<file path="src/rtl/hazard_ctrl_pkg.sv">
// Shared types and constants for the pipeline hazard controller.
package hazard_ctrl_pkg;

  // Data-cache miss handling states.
  typedef enum logic {
    RUN,
    MISS_WAIT
  } state_t;

  // Operand source encodings shared by the ALU and CSR forwarding selects.
  localparam logic [1:0] FWD_RF  = 2'b00;
  localparam logic [1:0] FWD_MEM = 2'b01;
  localparam logic [1:0] FWD_WB  = 2'b10;

  // Width of the performance and watchdog counters.
  localparam int CNT_W = 32;

  // Increment that sticks at all-ones instead of wrapping.
  function automatic logic [CNT_W-1:0] sat_inc(input logic [CNT_W-1:0] v);
    return (&v) ? v : v + CNT_W'(1);
  endfunction

endpackage

</file>
<file path="src/rtl/hazard_ctrl_fwd_sel.sv">
// Forwarding source select: compares one source address against the MEM and WB
// destinations and picks the youngest matching producer.
module fwd_sel
  import hazard_ctrl_pkg::*;
#(
  parameter int W         = 5,
  parameter bit SKIP_ZERO = 1'b1
) (
  input  logic [W-1:0] src,
  input  logic [W-1:0] dest_mem,
  input  logic         write_en_mem,
  input  logic [W-1:0] dest_wb,
  input  logic         write_en_wb,
  output logic [1:0]   sel
);

  logic hit_mem;
  logic hit_wb;

  // Register x0 is hardwired to zero, so a write to it must never be forwarded;
  // CSR address 0 is an ordinary register and opts out via SKIP_ZERO.
  assign hit_mem = write_en_mem && (dest_mem == src) && !(SKIP_ZERO && (dest_mem == '0));
  assign hit_wb  = write_en_wb  && (dest_wb  == src) && !(SKIP_ZERO && (dest_wb  == '0));

  // MEM holds the younger result, so it wins over WB.
  always_comb begin
    sel = FWD_RF;
    if (hit_mem)     sel = FWD_MEM;
    else if (hit_wb) sel = FWD_WB;
  end

endmodule

</file>
<file path="src/rtl/hazard_ctrl.sv">
// Pipeline hazard controller: stage bubble/flush controls, operand forwarding
// selects, and the data-cache miss freeze FSM with its counters and watchdog.
module hazard_ctrl
  import hazard_ctrl_pkg::*;
#(
  parameter int MISS_TIMEOUT = 1024
) (
  input  logic             clk,
  input  logic             rst,
  input  logic [4:0]       reg1_src_ID,
  input  logic [4:0]       reg2_src_ID,
  input  logic [4:0]       reg1_src_EX,
  input  logic [4:0]       reg2_src_EX,
  input  logic [4:0]       reg_dest_EX,
  input  logic [4:0]       reg_dest_MEM,
  input  logic [4:0]       reg_dest_WB,
  input  logic             reg_write_en_MEM,
  input  logic             reg_write_en_WB,
  input  logic             mem_read_EX,
  input  logic [11:0]      csr_src_EX,
  input  logic [11:0]      csr_dest_MEM,
  input  logic [11:0]      csr_dest_WB,
  input  logic             csr_write_en_MEM,
  input  logic             csr_write_en_WB,
  input  logic             br_taken_EX,
  input  logic             jalr_EX,
  input  logic             jal_ID,
  input  logic             dcache_miss,
  input  logic             dcache_done,
  output logic             bubbleF,
  output logic             flushF,
  output logic             bubbleD,
  output logic             flushD,
  output logic             bubbleE,
  output logic             flushE,
  output logic             bubbleM,
  output logic             flushM,
  output logic             bubbleW,
  output logic             flushW,
  output logic [1:0]       op1_sel,
  output logic [1:0]       op2_sel,
  output logic [1:0]       csr_sel,
  output logic [CNT_W-1:0] stall_cycles,
  output logic [CNT_W-1:0] miss_count,
  output logic             miss_timeout
);

  localparam logic [CNT_W-1:0] TIMEOUT_VAL = CNT_W'(MISS_TIMEOUT);

  state_t           state;
  state_t           next_state;
  logic             freeze;
  logic             redirect;
  logic             load_use;
  logic             load_use_stall;
  logic [CNT_W-1:0] wait_cnt;

  assign redirect = br_taken_EX || jalr_EX;
  assign load_use = mem_read_EX && (reg_dest_EX != 5'd0) &&
                    ((reg_dest_EX == reg1_src_ID) || (reg_dest_EX == reg2_src_ID));

  // A load-use stall only takes effect when nothing of higher priority wins.
  assign load_use_stall = load_use && !rst && !freeze && !redirect;

  // Miss FSM next state; freeze covers the miss cycle itself and every wait cycle.
  always_comb begin
    next_state = state;
    freeze     = 1'b0;
    case (state)
      RUN: begin
        if (dcache_miss && !dcache_done) begin
          next_state = MISS_WAIT;
          freeze     = 1'b1;
        end
      end
      MISS_WAIT: begin
        if (dcache_done) next_state = RUN;
        else             freeze     = 1'b1;
      end
      default: next_state = RUN;
    endcase
  end

  // Stage controls in priority order: reset, freeze, redirect, load-use, jal.
  always_comb begin
    bubbleF = 1'b0;
    flushF  = 1'b0;
    bubbleD = 1'b0;
    flushD  = 1'b0;
    bubbleE = 1'b0;
    flushE  = 1'b0;
    bubbleM = 1'b0;
    flushM  = 1'b0;
    bubbleW = 1'b0;
    flushW  = 1'b0;
    if (rst) begin
      flushF = 1'b1;
      flushD = 1'b1;
      flushE = 1'b1;
      flushM = 1'b1;
      flushW = 1'b1;
    end else if (freeze) begin
      bubbleF = 1'b1;
      bubbleD = 1'b1;
      bubbleE = 1'b1;
      bubbleM = 1'b1;
      flushW  = 1'b1;
    end else if (redirect) begin
      flushD = 1'b1;
      flushE = 1'b1;
    end else if (load_use) begin
      bubbleF = 1'b1;
      bubbleD = 1'b1;
      flushE  = 1'b1;
    end else if (jal_ID) begin
      flushD = 1'b1;
    end
  end

  fwd_sel #(.W(5), .SKIP_ZERO(1'b1)) u_fwd_op1 (
    .src          (reg1_src_EX),
    .dest_mem     (reg_dest_MEM),
    .write_en_mem (reg_write_en_MEM),
    .dest_wb      (reg_dest_WB),
    .write_en_wb  (reg_write_en_WB),
    .sel          (op1_sel)
  );

  fwd_sel #(.W(5), .SKIP_ZERO(1'b1)) u_fwd_op2 (
    .src          (reg2_src_EX),
    .dest_mem     (reg_dest_MEM),
    .write_en_mem (reg_write_en_MEM),
    .dest_wb      (reg_dest_WB),
    .write_en_wb  (reg_write_en_WB),
    .sel          (op2_sel)
  );

  fwd_sel #(.W(12), .SKIP_ZERO(1'b0)) u_fwd_csr (
    .src          (csr_src_EX),
    .dest_mem     (csr_dest_MEM),
    .write_en_mem (csr_write_en_MEM),
    .dest_wb      (csr_dest_WB),
    .write_en_wb  (csr_write_en_WB),
    .sel          (csr_sel)
  );

  // Miss FSM state register.
  always_ff @(posedge clk) begin
    if (rst) state <= RUN;
    else     state <= next_state;
  end

  // Stall/miss counters and the miss watchdog, which flags but never ends the freeze.
  always_ff @(posedge clk) begin
    if (rst) begin
      stall_cycles <= '0;
      miss_count   <= '0;
      wait_cnt     <= '0;
      miss_timeout <= 1'b0;
    end else begin
      if (freeze || load_use_stall) stall_cycles <= sat_inc(stall_cycles);
      if (state == RUN && next_state == MISS_WAIT) begin
        miss_count <= sat_inc(miss_count);
        wait_cnt   <= '0;
      end else if (state == MISS_WAIT) begin
        if (wait_cnt != TIMEOUT_VAL) wait_cnt <= wait_cnt + CNT_W'(1);
        if (wait_cnt >= TIMEOUT_VAL - CNT_W'(1)) miss_timeout <= 1'b1;
      end
    end
  end

endmodule
</file>
<file path="config.mk">
export PLATFORM = sky130hd
export DESIGN_NAME = hazard_ctrl
export DESIGN_NICKNAME = d
export VERILOG_FILES = /design/src/rtl/hazard_ctrl_pkg.sv /design/src/rtl/hazard_ctrl_fwd_sel.sv /design/src/rtl/hazard_ctrl.sv
export SDC_FILE = /design/constraint.sdc
export NUM_CORES = 1
export LEC_CHECK = 0
export ABC_AREA = 1
export BUFFER_PORTS_ARGS = -buffer_cell sky130_fd_sc_hd__buf_2
export CAP_MARGIN = 10
export CORE_UTILIZATION = 59
export CTS_BUF_LIST = sky130_fd_sc_hd__clkbuf_4 sky130_fd_sc_hd__clkbuf_8
export DETAILED_ROUTE_END_ITERATION = 16
export HOLD_SLACK_MARGIN = 0.1
export MAX_ROUTING_LAYER = met4
export PLACE_DENSITY_LB_ADDON = 0.05
export REMOVE_ABC_BUFFERS = 1
export SETUP_SLACK_MARGIN = 0.15
export SYNTH_ARGS = -nofsm -noshare
export SYNTH_HDL_FRONTEND = slang
export SYNTH_SLANG_ARGS = --single-unit
</file>
<file path="constraint.sdc">
create_clock -name clk -period 3.5 [get_ports clk]
set_input_delay 0.525 -clock clk [delete_from_list [all_inputs] [get_ports clk]]
set_output_delay 0.525 -clock clk [all_outputs]
set_load 0.03 [all_outputs]
</file>
==> results.md <==
- Outcome: complete, no violations
- Port Buf Inserts: 162
- Die Y: between 100 and 150 µm
- Hold_buf cts: 0
- Synth area leaders: dfxtp_1 28%, nand2_1 21%, nor2_1 7.4%
- Cell variety after synth: 37
- Worst Setup SP: stall_cycles[0]
- Skew final: ~12 ps
- Vias in the first global route: just under 7000
- Initial antenna violation count: 2
- Worst EP required: between 3000 and 4000 ps
- Worst min-delay path class: flip-flop to flip-flop
- Leak Pwr: approximately 3.3 nW
- Syn_area_per_cell: roughly 6.1 µm²
- Largest net degree at the start of global routing: between 40 and 50
- Adder-cell share of the synthesized area: 0.007149
- WS Path Type: flip-flop to flip-flop
- H-tree levels: 3
- Area Growth Syn to Fin: 13.80%
- Via density: between 5 and 6
- Vias: 7714
- Antenna Violating Nets Remaining: 0
- Share of cells above drive strength 1: 0.1506
- CP Data Arrival Time: about 2800 ps
- Die width: 110.9 µm
- CTS buffer count: 9
- Final nets: between 1000 and 1500
- Routed wire length: between 15000 and 20000 µm
- PwrDens: ~260 nW/µm²
- Post-detailed-route wirelength per cell: 13.24 µm
- Final core utilization: 0.6947
- Final Setup Violations: 0
- Maximum clock path buffer count: 2
- Synth Warn #: 0
- Rel. slew slack: 0.3934
- Slew @ Worst Pin: between 900 and 1000 ps
- RD Place Congestion: just under 1
- Synth top area share: 0.2803
- Critical Path End: stall_cycles[10]
- Post-synth top area cell: dfxtp_1
- XOR/XNOR Fraction of Synth Area: 0.1076
- Global-route wire length before repair: about 32000 µm
- Max Slew Vio Count: 0
- Initial core utilization: 0.6105
- Final Cycle Share: 0.7124
- Global route overflow: 0
- CTS tree: built
- Synth Register Bits: approximately 100
- Peak supply drop: a little over 0.3 mV
- MaxCap Viol Count: 0
- # rows: 39
- Reg-to-reg slack, setup: between 1000 and 1500 ps
- Cts repair resizes: 0
- Setup TNS: 0 ps
- R2r worst-path depth: 11
- CTS Sinks: 98
- Overall power after layout: between 2 and 2.5 mW
- RSZ-0062 raised after global routing: false
- Cell count after synthesis: roughly 1200
- RR Endpoint: stall_cycles[10]
- CTS root buffer: clkbuf_8
- Mapped Area: between 7000 and 8000 µm²
- Simple-Gate Fraction of Synth Area: 0.4182
- Seq/Total Area, Yosys: 0.2803
- Worst skew pair latency: approximately 390 ps
- # Post-CTS Setup Buffers: 0
- DRT Pass-1 Iters: 5
- GRT Resource Usage Total: 0.3209
- DRC: 0
- Setup crit end kind: flip-flop
- Place WS: ~1000 ps
- Critical path peak fanout: 33
- Setup crit start kind: flip-flop
- Post-DP HPWL: approximately 15000 µm
- Largest family of logic cells by synthesized area: simple AND/OR/NAND/NOR gates
- Die ar.: between 10000 and 15000 µm²
- CORE AREA: approximately 11000 µm²
- Final min period: around 2500 ps
- Compound-Gate Fraction of Synth Area: 0.09562
- Reg clk slew, reported paths: 100 ps
- 1st-iter DRT viols: 496
- Count of final hold-check violations: 0
- Ports: around 160
- Fmax: approximately 400 MHz
- Multiplexer area fraction after synthesis: 0
- R2r startpoint: stall_cycles[0]
- PnR worst setup slack: around 1000 ps
-- synth_stat cells --
cell type / number
nand2_1: 388
nor2_1: 138
inv_1: 102
dfxtp_1: 98
a21oi_1: 97
nand3_1: 66
xor2_1: 59
nor3_1: 56
xnor2_1: 27
nand4_1: 19
clkbuf_1: 13
buf_2: 12
o21ai_0: 12
nand3b_1: 9
buf_4: 8
buf_6: 7
o22ai_1: 6
nor4_1: 5
ha_1: 4
a221oi_1: 3
nand2_2: 3
nor3b_1: 3
nor2_4: 2
nor3_2: 2
o311ai_0: 2
a211oi_1: 1
a21boi_0: 1
a31oi_1: 1
conb_1: 1
inv_2: 1
nand2_4: 1
nand3_4: 1
nor2_2: 1
o2111ai_1: 1
o211ai_1: 1
o21ai_1: 1
or2_2: 1
-- power by group --
part	switching (mW)	leakage (nW)	internal [mW]	total [mW]
Clock	0.404	0.0958	0.304	0.708
Combinational	0.168	2.39	0.0908	0.259
Sequential	0.00709	0.790	1.12	1.13
Total	0.579	3.28	1.51	2.09
-- metal layers --
layer | vias to the layer above | wire length [µm] | part of all wire | global-route usage
met3 | 25 | 1276 | 0.067 | 0.05139
met2 | 253 | 8710 | 0.46 | 0.5118
met1 | 3464 | 8748 | 0.46 | 0.4179
li1 | 3972 | - | - | -
met5 | - | 0 | 0 | -
met4 | 0 | 332 | 0.017 | 0.09778
-- stage by stage --
stage	hold WS (ps)	std cells	instance area, µm²
3_5_place_dp	470.9	1422	7776
3_3_place_gp	435.7	1422	7776
5_1_grt	493.4	1440	7966
2_1_floorplan	462.1	1113	6753
4_1_cts	485.5	1438	7961
6_report	480.1	1440	7966
-- critical path, cell delays in order, from the launching register on --
cell	delay, ps
dfxtp_1	450
ha_1	320
nand2_2	110
nor2_4	160
nand2_2	90
nor2_2	90
nand2_1	80
nor2_4	110
nand3_4	330
nand2_4	440
nand2_1	100
a21oi_1	140
-- sequential cells by signal, summed over array words and instances, names as in the netlist --
register / flops
miss_count: 32
miss_timeout: 1
stall_cycles: 32
state: 1
wait_cnt: 32
-- placed cells by master (no fill, tap or decap), types with 2 or more instances in the layout --
cell      count
nand2_1     388
buf_2       162
nor2_1      138
inv_1       102
dfxtp_1      98
a21oi_1      97
nand3_1      66
xor2_1       59
nor3_1       56
xnor2_1      27
nand4_1      19
o21ai_0      12
clkbuf_8     11
nand3b_1      9
o22ai_1       6
nor4_1        5
ha_1          4
buf_4         4
a221oi_1      3
nor3b_1       3
nand2_2       3
diode_2       2
o311ai_0      2
nor3_2        2
nor2_4        2
clkinv_2      2
-- final cells by class --
| type | count | area (µm²) |
|---|---|---|
| clock buffer | 12 | 158.9 |
| sequential | 98 | 1962 |
| antenna | 2 | 5.005 |
| inverter | 103 | 386.6 |
| tap | 143 | 178.9 |
| fill | 1133 | 3501 |
| clock inverter | 4 | 26.28 |
| multi-input combinational | 912 | 4408 |
| timing repair buffer | 166 | 840.8 |
-- how the worst min path moves through the flow --
stage	from	end	slack (ps)	cells after the start
after floorplan	wait_cnt[1]	wait_cnt[1]	460	2
after global placement	miss_timeout	miss_timeout	440	2
after detailed placement	stall_cycles[16]	stall_cycles[16]	470	2
after CTS	stall_cycles[16]	stall_cycles[16]	490	2
after global routing	stall_cycles[16]	stall_cycles[16]	490	2
final	miss_timeout	miss_timeout	480	2
-- kinds of logic (layout without fill, tap and decap cells) --
logic type	after synthesis	count (layout)
xor gates and xnor gates	86	86
DFF	98	98
buffers and inverters	143	285
and+or+nand+nor	695	695
other	1	3
adders and majority gates	4	4
AOI/OAI and AO/OA	126	126
(Power assumes the default switching activity.)
